==> config.mk <==
export PLATFORM = sky130hd
export DESIGN_NAME = vga_axil_slave
export DESIGN_NICKNAME = d
export VERILOG_FILES = /design/src/rtl/vga_pkg.sv /design/src/rtl/vga_axil_slave.sv
export SDC_FILE = /design/constraint.sdc
export NUM_CORES = 1
export LEC_CHECK = 0
export BUFFER_PORTS_ARGS = -buffer_cell sky130_fd_sc_hd__clkbuf_2
export CAP_MARGIN = 20
export CORE_UTILIZATION = 46
export CTS_CLUSTER_SIZE = 12
export DETAILED_ROUTE_END_ITERATION = 7
export GPL_TIMING_DRIVEN = 0
export PLACE_DENSITY = 0.87
export SLEW_MARGIN = 10
export SYNTH_ARGS = -nofsm -noshare
export SYNTH_HDL_FRONTEND = slang
export SYNTH_SLANG_ARGS = --single-unit
==> constraint.sdc <==
create_clock -name clk_i -period 2.1 [get_ports clk_i]
set_input_delay 0.63 -clock clk_i [delete_from_list [all_inputs] [get_ports clk_i]]
set_output_delay 0.63 -clock clk_i [all_outputs]
set_load 0.1 [all_outputs]
==> src/rtl/vga_pkg.sv <==
// Shared encodings for the VGA AXI-lite slave: FSM state types and the AXI
// response code returned on every transaction.
package vga_pkg;

  typedef enum logic [1:0] {
    W_IDLE  = 2'd0,
    W_ISSUE = 2'd1,
    W_RESP  = 2'd2
  } w_state_e;

  typedef enum logic [1:0] {
    R_IDLE = 2'd0,
    R_WAIT = 2'd1,
    R_RESP = 2'd2
  } r_state_e;

  localparam logic [1:0] RESP_OKAY = 2'b00;

endpackage

==> src/rtl/vga_axil_slave.sv <==
// AXI-lite slave front end for the VGA core: turns AW/W beats into a one-cycle
// core write strobe and AR beats into a fixed-latency core read request.
module vga_axil_slave
  import vga_pkg::*;
#(
  parameter int C_AXI_DATA_WIDTH = 32,
  parameter int C_AXI_ADDR_WIDTH = 15,
  parameter int READ_LATENCY     = 2
) (
  input  logic                          clk_i,
  input  logic                          rstn_i,
  input  logic                          s_axi_awvalid,
  output logic                          s_axi_awready,
  input  logic [C_AXI_ADDR_WIDTH-1:0]   s_axi_awaddr,
  input  logic                          s_axi_wvalid,
  output logic                          s_axi_wready,
  input  logic [C_AXI_DATA_WIDTH-1:0]   s_axi_wdata,
  input  logic [C_AXI_DATA_WIDTH/8-1:0] s_axi_wstrb,
  output logic                          s_axi_bvalid,
  input  logic                          s_axi_bready,
  output logic [1:0]                    s_axi_bresp,
  input  logic                          s_axi_arvalid,
  output logic                          s_axi_arready,
  input  logic [C_AXI_ADDR_WIDTH-1:0]   s_axi_araddr,
  output logic                          s_axi_rvalid,
  input  logic                          s_axi_rready,
  output logic [C_AXI_DATA_WIDTH-1:0]   s_axi_rdata,
  output logic [1:0]                    s_axi_rresp,
  output logic                          axil_wready_o,
  output logic [C_AXI_ADDR_WIDTH-1:0]   axil_waddr_o,
  output logic [C_AXI_DATA_WIDTH-1:0]   axil_wdata_o,
  output logic [C_AXI_DATA_WIDTH/8-1:0] axil_wstrb_o,
  output logic                          axil_rreq_o,
  output logic [C_AXI_ADDR_WIDTH-1:0]   axil_raddr_o,
  input  logic [C_AXI_DATA_WIDTH-1:0]   axil_rdata_i,
  output w_state_e                      w_state,
  output r_state_e                      r_state
);

  localparam int          SW      = C_AXI_DATA_WIDTH / 8;
  localparam logic [2:0]  RD_LAST = 3'(READ_LATENCY - 1);

  // Handshake rule: a beat transfers on a rising edge where valid && ready;
  // a source holds valid and payload until that edge, and every ready/valid
  // driven here is a register, so no input reaches an output combinationally.
  logic aw_hs, w_hs, b_hs, ar_hs, r_hs;
  assign aw_hs = s_axi_awvalid && s_axi_awready;
  assign w_hs  = s_axi_wvalid  && s_axi_wready;
  assign b_hs  = s_axi_bvalid  && s_axi_bready;
  assign ar_hs = s_axi_arvalid && s_axi_arready;
  assign r_hs  = s_axi_rvalid  && s_axi_rready;

  assign s_axi_bresp = RESP_OKAY;
  assign s_axi_rresp = RESP_OKAY;

  w_state_e                w_state_d;
  logic                    aw_got, w_got, aw_got_d, w_got_d;
  logic                    awready_d, wready_d, bvalid_d, wpulse_d;
  logic [C_AXI_ADDR_WIDTH-1:0] waddr_d;
  logic [C_AXI_DATA_WIDTH-1:0] wdata_d;
  logic [SW-1:0]               wstrb_d;

  always_comb begin
    w_state_d = w_state;
    aw_got_d  = aw_got;
    w_got_d   = w_got;
    awready_d = s_axi_awready;
    wready_d  = s_axi_wready;
    bvalid_d  = s_axi_bvalid;
    wpulse_d  = 1'b0;
    waddr_d   = axil_waddr_o;
    wdata_d   = axil_wdata_o;
    wstrb_d   = axil_wstrb_o;
    case (w_state)
      W_IDLE: begin
        if (aw_hs) begin
          waddr_d   = s_axi_awaddr;
          aw_got_d  = 1'b1;
          awready_d = 1'b0;
        end
        if (w_hs) begin
          wdata_d  = s_axi_wdata;
          wstrb_d  = s_axi_wstrb;
          w_got_d  = 1'b1;
          wready_d = 1'b0;
        end
        if (aw_got_d && w_got_d) begin
          w_state_d = W_ISSUE;
          wpulse_d  = 1'b1;
        end
      end
      W_ISSUE: begin
        bvalid_d  = 1'b1;
        w_state_d = W_RESP;
      end
      W_RESP: begin
        if (b_hs) begin
          bvalid_d  = 1'b0;
          aw_got_d  = 1'b0;
          w_got_d   = 1'b0;
          awready_d = 1'b1;
          wready_d  = 1'b1;
          w_state_d = W_IDLE;
        end
      end
      default: w_state_d = W_IDLE;
    endcase
  end

  r_state_e                    r_state_d;
  logic [2:0]                  rcnt, rcnt_d;
  logic                        arready_d, rvalid_d, rreq_d;
  logic [C_AXI_ADDR_WIDTH-1:0] raddr_d;
  logic [C_AXI_DATA_WIDTH-1:0] rdata_d;

  always_comb begin
    r_state_d = r_state;
    rcnt_d    = rcnt;
    arready_d = s_axi_arready;
    rvalid_d  = s_axi_rvalid;
    rreq_d    = axil_rreq_o;
    raddr_d   = axil_raddr_o;
    rdata_d   = s_axi_rdata;
    case (r_state)
      R_IDLE: begin
        if (ar_hs) begin
          raddr_d   = s_axi_araddr;
          arready_d = 1'b0;
          rreq_d    = 1'b1;
          rcnt_d    = 3'd0;
          r_state_d = R_WAIT;
        end
      end
      R_WAIT: begin
        // The core's data is valid during the last of the request cycles.
        if (rcnt == RD_LAST) begin
          rdata_d   = axil_rdata_i;
          rreq_d    = 1'b0;
          rvalid_d  = 1'b1;
          rcnt_d    = 3'd0;
          r_state_d = R_RESP;
        end else begin
          rcnt_d = rcnt + 3'd1;
        end
      end
      R_RESP: begin
        if (r_hs) begin
          rvalid_d  = 1'b0;
          arready_d = 1'b1;
          r_state_d = R_IDLE;
        end
      end
      default: r_state_d = R_IDLE;
    endcase
  end

  always_ff @(posedge clk_i or negedge rstn_i) begin
    if (!rstn_i) begin
      w_state       <= W_IDLE;
      aw_got        <= 1'b0;
      w_got         <= 1'b0;
      s_axi_awready <= 1'b1;
      s_axi_wready  <= 1'b1;
      s_axi_bvalid  <= 1'b0;
      axil_wready_o <= 1'b0;
      axil_waddr_o  <= '0;
      axil_wdata_o  <= '0;
      axil_wstrb_o  <= '0;
      r_state       <= R_IDLE;
      rcnt          <= 3'd0;
      s_axi_arready <= 1'b1;
      s_axi_rvalid  <= 1'b0;
      axil_rreq_o   <= 1'b0;
      axil_raddr_o  <= '0;
      s_axi_rdata   <= '0;
    end else begin
      w_state       <= w_state_d;
      aw_got        <= aw_got_d;
      w_got         <= w_got_d;
      s_axi_awready <= awready_d;
      s_axi_wready  <= wready_d;
      s_axi_bvalid  <= bvalid_d;
      axil_wready_o <= wpulse_d;
      axil_waddr_o  <= waddr_d;
      axil_wdata_o  <= wdata_d;
      axil_wstrb_o  <= wstrb_d;
      r_state       <= r_state_d;
      rcnt          <= rcnt_d;
      s_axi_arready <= arready_d;
      s_axi_rvalid  <= rvalid_d;
      axil_rreq_o   <= rreq_d;
      axil_raddr_o  <= raddr_d;
      s_axi_rdata   <= rdata_d;
    end
  end

endmodule
==> impl_metrics.csv, run 1 <==
group,metric,value,unit
layout,layout.cells.non_filler,656,
layout,fillers,723,
setup_path,start_kind,"flop",
drt,routed_wl,9.34,mm
sta,finClkSkew,0.00862,ns
synth,synth.cell_area,4390,um^2
cts,cts.htree.levels,4,
layout,n_antenna_cell,0,
layout,area_delta_synth_final,41.5,%
synth,yosys.cell_types.count,28,
global_route,grt_pass1_wl,15.0,mm
drt,drc,0,
setup_path,critPathMaxFanout,5,
setup_path,cp.arrival,1.38,ns
global_route,grtUsageTotal,19.7,%
setup_path,slowest_stage,"clkbuf_2",
die,die_area,9940,um^2
layout,design_area,6210,um^2
placement,post-dp-hpwl,6.92,mm
sta,slew_headroom,62.0,%
flow_run,max_cap_violations,0,
placement,dp.cells,624,
outcome,status,"finished, final reports clean",
sta,setup_viol,0,
layout,drive_gt1_share,67.2,%
setup_path,crit_family,"buffers and inverters",
drt,drtIter0Drc,72,
die,fp.dieH,99.7,um
cts,insertion_delay,0.48,ns
synth,synth_area_per_cell,15.8,um^2
global_route,overflow,0,
synth,seq_area_frac_synth,65.1,%
drt,vias,3103,
setup_path,path_buf_inv,1,
layout,layout_common_cells,"clkbuf_2, dfrtp_1, mux2_2",
drt,routedWlPerCell,14.2,um
cts,path_clk_slew,0.05,ns
die,die_x,99.7,um
drt,drt_first_pass_iters,4,
cts,cts_post_setup_buffers_inserted,0,
drt,vias_per_cell,4.73,
worst_hold_path,hp-class,"in2reg",
cts,clockBufferDepth,2,
placement,port_buffers,213,
synth,synth_seq_cells,114,
global_route,grt_pass1_vias,3186,
die,io_pins,218,
cts,cts_tree,"done",
cts,clock_sinks,114,
synth,synth_cells,278,
placement,place_congestion,0.743,
global_route,antenna_found_initial,0,
setup_path,critPathCaptureType,"output port",
setup_path,critPathKind,"reg2out",
sta,hold_viol,0,
drt,ant_nets,0,
layout,fin_nets,620,
layout,final_common_cell,"clkbuf_2",
synth,yosysWarningCount,0,
cts,clock-root-buffer,"clkbuf_8",
sta,grt_setup_unrepaired,"false",
sta,period_needed,2.01,ns
sta,period_share,95.6,%
die,core_area,9240,um^2
global_route,grt_max_degree,88,
sta,fmax,0.498,GHz
setup_path,crit_chain,"clkbuf_2",
sta,worstMarginPinSlew,0.573,ns
die,std_cell_rows,35,
setup_path,critPathMaxStageDelay,0.49,ns
sta,finalMaxSlewViolations,0,
setup_path,required,1.47,ns
placement,placed_cell_area,5670,um^2
die,start_util,47.5,%
cts,cts_buffers,17,
## layout make-up
type                            instances  area (um^2)  share of cell area (%)
Clock inverter                         11         90.1                    1.45
Buffer                                 17          150                    2.42
Tap cell                              129          161                    2.60
Timing Repair Buffer                  215         1120                    18.1
Sequential cell                       114         2860                    46.0
Multi-Input combinational cell        146         1380                    22.2
Clock buffer                           20          435                    7.01
Inverter                                4         15.0                   0.242
## worst reg2reg max path, delay by kind of cell, from the launching register on
kind | cells | cell delay [ns]
flops | 1 | 0.54
buf+inv | 2 | 0.41
mux | 1 | 0.35
simple gates | 1 | 0.30
## final timing paths
| check | slack, ns | depth (start not counted) | start | endpoint |
|---|---|---|---|---|
| max | 0.09 | 1 | s_axi_bvalid$_DFFE_PN0P_ | s_axi_bvalid |
| min | 0.36 | 2 | axil_rdata_i[26] | s_axi_rdata[26]$_DFFE_PN0P_ |
| max reg2reg | 0.36 | 4 | s_axi_awready$_DFFE_PN1P_ | axil_waddr_o[13]$_DFFE_PN0P_ |
| min reg2reg | 0.49 | 2 | s_axi_wready$_DFFE_PN1P_ | s_axi_wready$_DFFE_PN1P_ |
| max in group asynchronous | 0.81 | 3 | rstn_i | s_axi_wready$_DFFE_PN1P_ |
| min in group asynchronous | 0.60 | 2 | rstn_i | axil_wstrb_o[0]$_DFFE_PN0P_ |
## cell usage after synthesis
master / n / area share, %
a21o_1: 1 / 0.17
or3_1: 2 / 0.28
and4bb_2: 1 / 0.28
nor3b_1: 1 / 0.17
nor2_1: 6 / 0.51
a31oi_1: 1 / 0.14
buf_6: 8 / 2.1
buf_4: 6 / 1.0
nor4bb_1: 2 / 0.46
nand2b_1: 3 / 0.43
nor3_1: 1 / 0.11
nor2b_1: 1 / 0.14
inv_1: 4 / 0.34
dfrtp_1: 111 / 63
nor4_1: 2 / 0.28
nand3b_1: 3 / 0.51
mux2_1: 10 / 2.6
mux2i_1: 1 / 0.23
dfstp_2: 3 / 1.8
nor2_2: 1 / 0.14
a21oi_1: 4 / 0.46
o21bai_1: 1 / 0.17
mux2_2: 89 / 23
nand3_1: 1 / 0.11
conb_1: 1 / 0.085
o21ai_0: 5 / 0.57
buf_2: 3 / 0.34
nand2_1: 6 / 0.51
## sequential cells by signal (all words and copies together) (netlist names), 2 cells and up
name          count
s_axi_rdata      32
axil_raddr_o     15
rcnt              3
axil_waddr_o     15
r_state           2
axil_wstrb_o      4
w_state           2
axil_wdata_o     32
## cell families (layout without fill, tap and decap cells)
family                 after synthesis  in the layout  synth area share [%]
flip-flops                         114            114                  65.1
multiplexers                       100            100                  25.6
AND/OR/NAND/NOR                     30             30                  3.96
buffers and inverters               21            267                  3.76
other                                1              4                0.0854
AO/OA/AOI/OAI                       12             12                  1.51
## per-stage QoR
| stage | setup TNS [ns] | worst slack [ns] | util [%] | hold WS [ns] |
|---|---|---|---|---|
| after detailed placement | 0 | 0.271 | 61.3 | 0.469 |
| after global placement | -122.59 | -1.10 | 60.9 | 0.463 |
| after floorplan | 0 | 0.000464 | - | 0.334 |
| after global routing | 0 | 0.00710 | 67.2 | 0.348 |
| final | 0 | 0.0926 | 67.2 | 0.360 |
| after CTS | 0 | 0.00918 | 67.2 | 0.329 |
## metal layers
layer  part of all wire [%]  GRT usage, %  vias up
li1                       -             -     1439
met1                     39          22.1     1528
met2                     54          35.1      134
met3                    6.9          6.04        2
met4                   0.33          7.47        0
met5                      0             0        -
## repair_timing
action                     CTS  global route
hold endpoints to repair     2             0
hold buffers                 1             0
setup endpoints to repair    4             2
resized for setup            4             3
Power of run 1 is not shown: default switching activity piles up to over one toggle a cycle in this logic, so the estimate is an artifact.
==> run 2, diff against run 1 <==
ABC_AREA = 1   (was not set)
==> run 2 against run 1 <==
Compared with the run above:
- synthesized cell count grew 83%
- sequential share of layout area fell by 1.5 points
- flip-flop and latch count unchanged
- count of clock-buffer cells in the layout did not move
- register-to-register slack improved by 0.38 ns
- cell count increased by 35%
- critical path depth did not move
- clock skew barely moved
- highest routed layer unchanged
==> impl_metrics.csv, run 2 <==
group,metric,value,unit
synth,synth_top_area_share,61.2,%
sta,period_needed,2.04,ns
layout,design_area,6420,um^2
layout,register_area,2860,um^2
global_route,antenna_found_initial,0,
die,die_x,101,um
setup_path,r2r_end,"axil_waddr_o[10]$_DFFE_PN0P_",
die,start_util,48.2,%
cts,cts_post_setup_buffers_inserted,0,
global_route,overflow,0,
setup_path,path_buf_inv,1,
die,std_cell_rows,35,
pwr,power_density,812,nW/um^2
cts,cts-resized-gates,5,
layout,final_common_cell,"nand2_1",
synth,synth_compound_area_share,0.552,%
drt,wl_met2,5.50,mm
setup_path,required,1.47,ns
die,fp.dieH,101,um
drt,routed_wl,11.1,mm
setup_path,slowest_stage,"clkbuf_2",
synth,ys.flop_type,"dfrtp_1",
cts,clock-root-buffer,"clkbuf_8",
synth,synth_top_family_by_area,"simple AND/OR/NAND/NOR gates",
setup_path,start_kind,"flop",
synth,ys_async_sr_fraction,100,%
setup_path,cp.depth,1,
placement,place_congestion,0.813,
layout,reg_top3,"axil_wdata_o x32, s_axi_rdata x32",
drt,ant_nets,0,
synth,yosys.cell_types.count,22,
sta,grt_setup_unrepaired,"false",
flow_run,max_cap_violations,0,
setup_path,critPathCaptureType,"output port",
synth,synth_edf_count,0,
synth,synth_fa_ha_area_share,0,%
setup_path,crit_family,"buffers and inverters",
setup_path,critPathKind,"reg2out",
layout,n_antenna_cell,0,
drt,vias_per_cell,4.65,
drt,top_layer,"met4",
pwr,p_leak,0.00377,uW
drt,drt_first_pass_iters,4,
cts,path_clk_slew,0.06,ns
drt,drc,0,
setup_path,rrSetupSlack,0.74,ns
synth,synthXorXnorAreaFrac,0,%
placement,post-dp-hpwl,8.28,mm
layout,fillers,724,
sta,setup_viol,0,
layout,layout_common_cells,"nand2_1, clkbuf_2, dfrtp_1",
global_route,grt_pass1_vias,3922,
synth,seq_area_frac_synth,63.0,%
cts,insertion_delay,0.50,ns
synth,synth_seq_cells,114,
setup_path,rr_worst_depth,6,
pwr,power,5210,uW
sta,tns,0,ns
global_route,grt_pass1_wl,17.9,mm
sta,finClkSkew,0.00853,ns
synth,synthMuxAreaShare,0,%
global_route,grtUsageTotal,22.5,%
setup_path,reg2reg_from,"s_axi_awready$_DFFE_PN1P_",
sta,worstMarginPinSlew,0.565,ns
setup_path,critPathMaxFanout,5,
drt,routedWlPerCell,12.5,um
worst_hold_path,hp-class,"in2async",
synth,synth.cell_area,4540,um^2
die,io_pins,218,
layout,area_delta_synth_final,41.5,%
layout,fin_nets,849,
pwr,irDropWorstVdd,0.550,mV
synth,synth_area_leaders,"dfrtp_1, nand2_1, nand3_1, buf_4, dfstp_2",
synth,synth_cells,508,
layout,drive_gt1_share,37.6,%
cts,clockBufferDepth,2,
synth,yosys.cell_count.top_type,"nand2_1",
synth,synth-simple-area-share,31.4,%
cts,hold_buffers,0,
die,die_area,10300,um^2
setup_path,crit_start,"w_state[1]$_DFFE_PN0P_",
placement,placed_cell_area,5810,um^2
sta,slew_headroom,62.5,%
layout,multi_input_area,1470,um^2
cts,cts_tree,"done",
die,core_area,9420,um^2
synth,netlist_top_cells_count,"nand2_1, dfrtp_1, nand3_1",
outcome,status,"finished, final reports clean",
cts,cts_buffers,17,
drt,vias,4116,
cts,cts.htree.levels,4,
setup_path,cp.arrival,1.41,ns
drt,drtIter0Drc,151,
drt,wl_met1,4.84,mm
global_route,grt_max_degree,77,
synth,synth_top_area_cell,"dfrtp_1",
synth,yosysWarningCount,0,
placement,port_buffers,213,
synth,synth_area_per_cell,8.93,um^2
sta,period_share,97.0,%
setup_path,crit_chain,"clkbuf_2",
sta,fmax,0.491,GHz
sta,finalMaxSlewViolations,0,
cts,clock_sinks,114,
drt,met3WireLength,606,um
sta,hold_viol,0,
setup_path,critPathMaxStageDelay,0.49,ns
[run 2: cell types whose count changed in the layout (fill, tap and decap cells not counted), sizes merged, moves of 3 or more]
cell    change
a21oi       -3
nand3      +40
nand2     +287
inv        +11
nand3b      -3
clkinv      -4
mux2       -99
buf         +6
nand2b      -3
nor2        +6
[run 2: per-layer routing]
metal	GRT usage [%]	vias up
li1	-	2031
met1	27.2	1926
met2	38.5	147
met3	5.24	12
met4	10.1	0
met5	0	-
[run 2: area by class of cell]
cell class	count	area share [%]
Sequential cell	114	44.5
Tap cell	129	2.52
Timing Repair Buffer	214	17.4
Clock buffer	20	6.78
Multi-Input combinational cell	358	22.9
Clock inverter	12	2.46
Inverter	14	0.819
Buffer	25	2.69
[run 2: stage by stage]
stage	worst slack, ns	util (%)	instances	hold slack [ns]
global route	0.0109	68.2	886	0.0394
CTS	0.0292	68.2	886	0.0248
detailed placement	0.468	61.7	854	0.457
floorplan	0.288	-	511	0.334
global placement	-1.14	61.3	853	0.453
finish	0.0629	68.2	886	0.0414
[run 2: worst max path at each step]
stage                                   end  slack, ns
2_1_floorplan   s_axi_rdata[10]$_DFFE_PN0P_       0.29
3_3_place_gp   axil_raddr_o[10]$_DFFE_PN0P_      -1.14
3_5_place_dp                   s_axi_wready       0.47
4_1_cts                          w_state[1]       0.03
5_1_grt                          w_state[1]       0.01
6_report                         w_state[1]       0.06
[run 2: kinds of logic after synthesis]
logic type | after synthesis
buf+inv | 39
compound gates | 5
flops | 114
other cells | 1
simple gates | 349
[run 2: power by group]
part	switching [uW]	leakage, uW	internal, uW	total (uW)
logic	103	0.00212	80.0	183
clock network	990	0.000270	1840	2830
registers	0	0.00138	2200	2200
(Power assumes the default switching activity.)
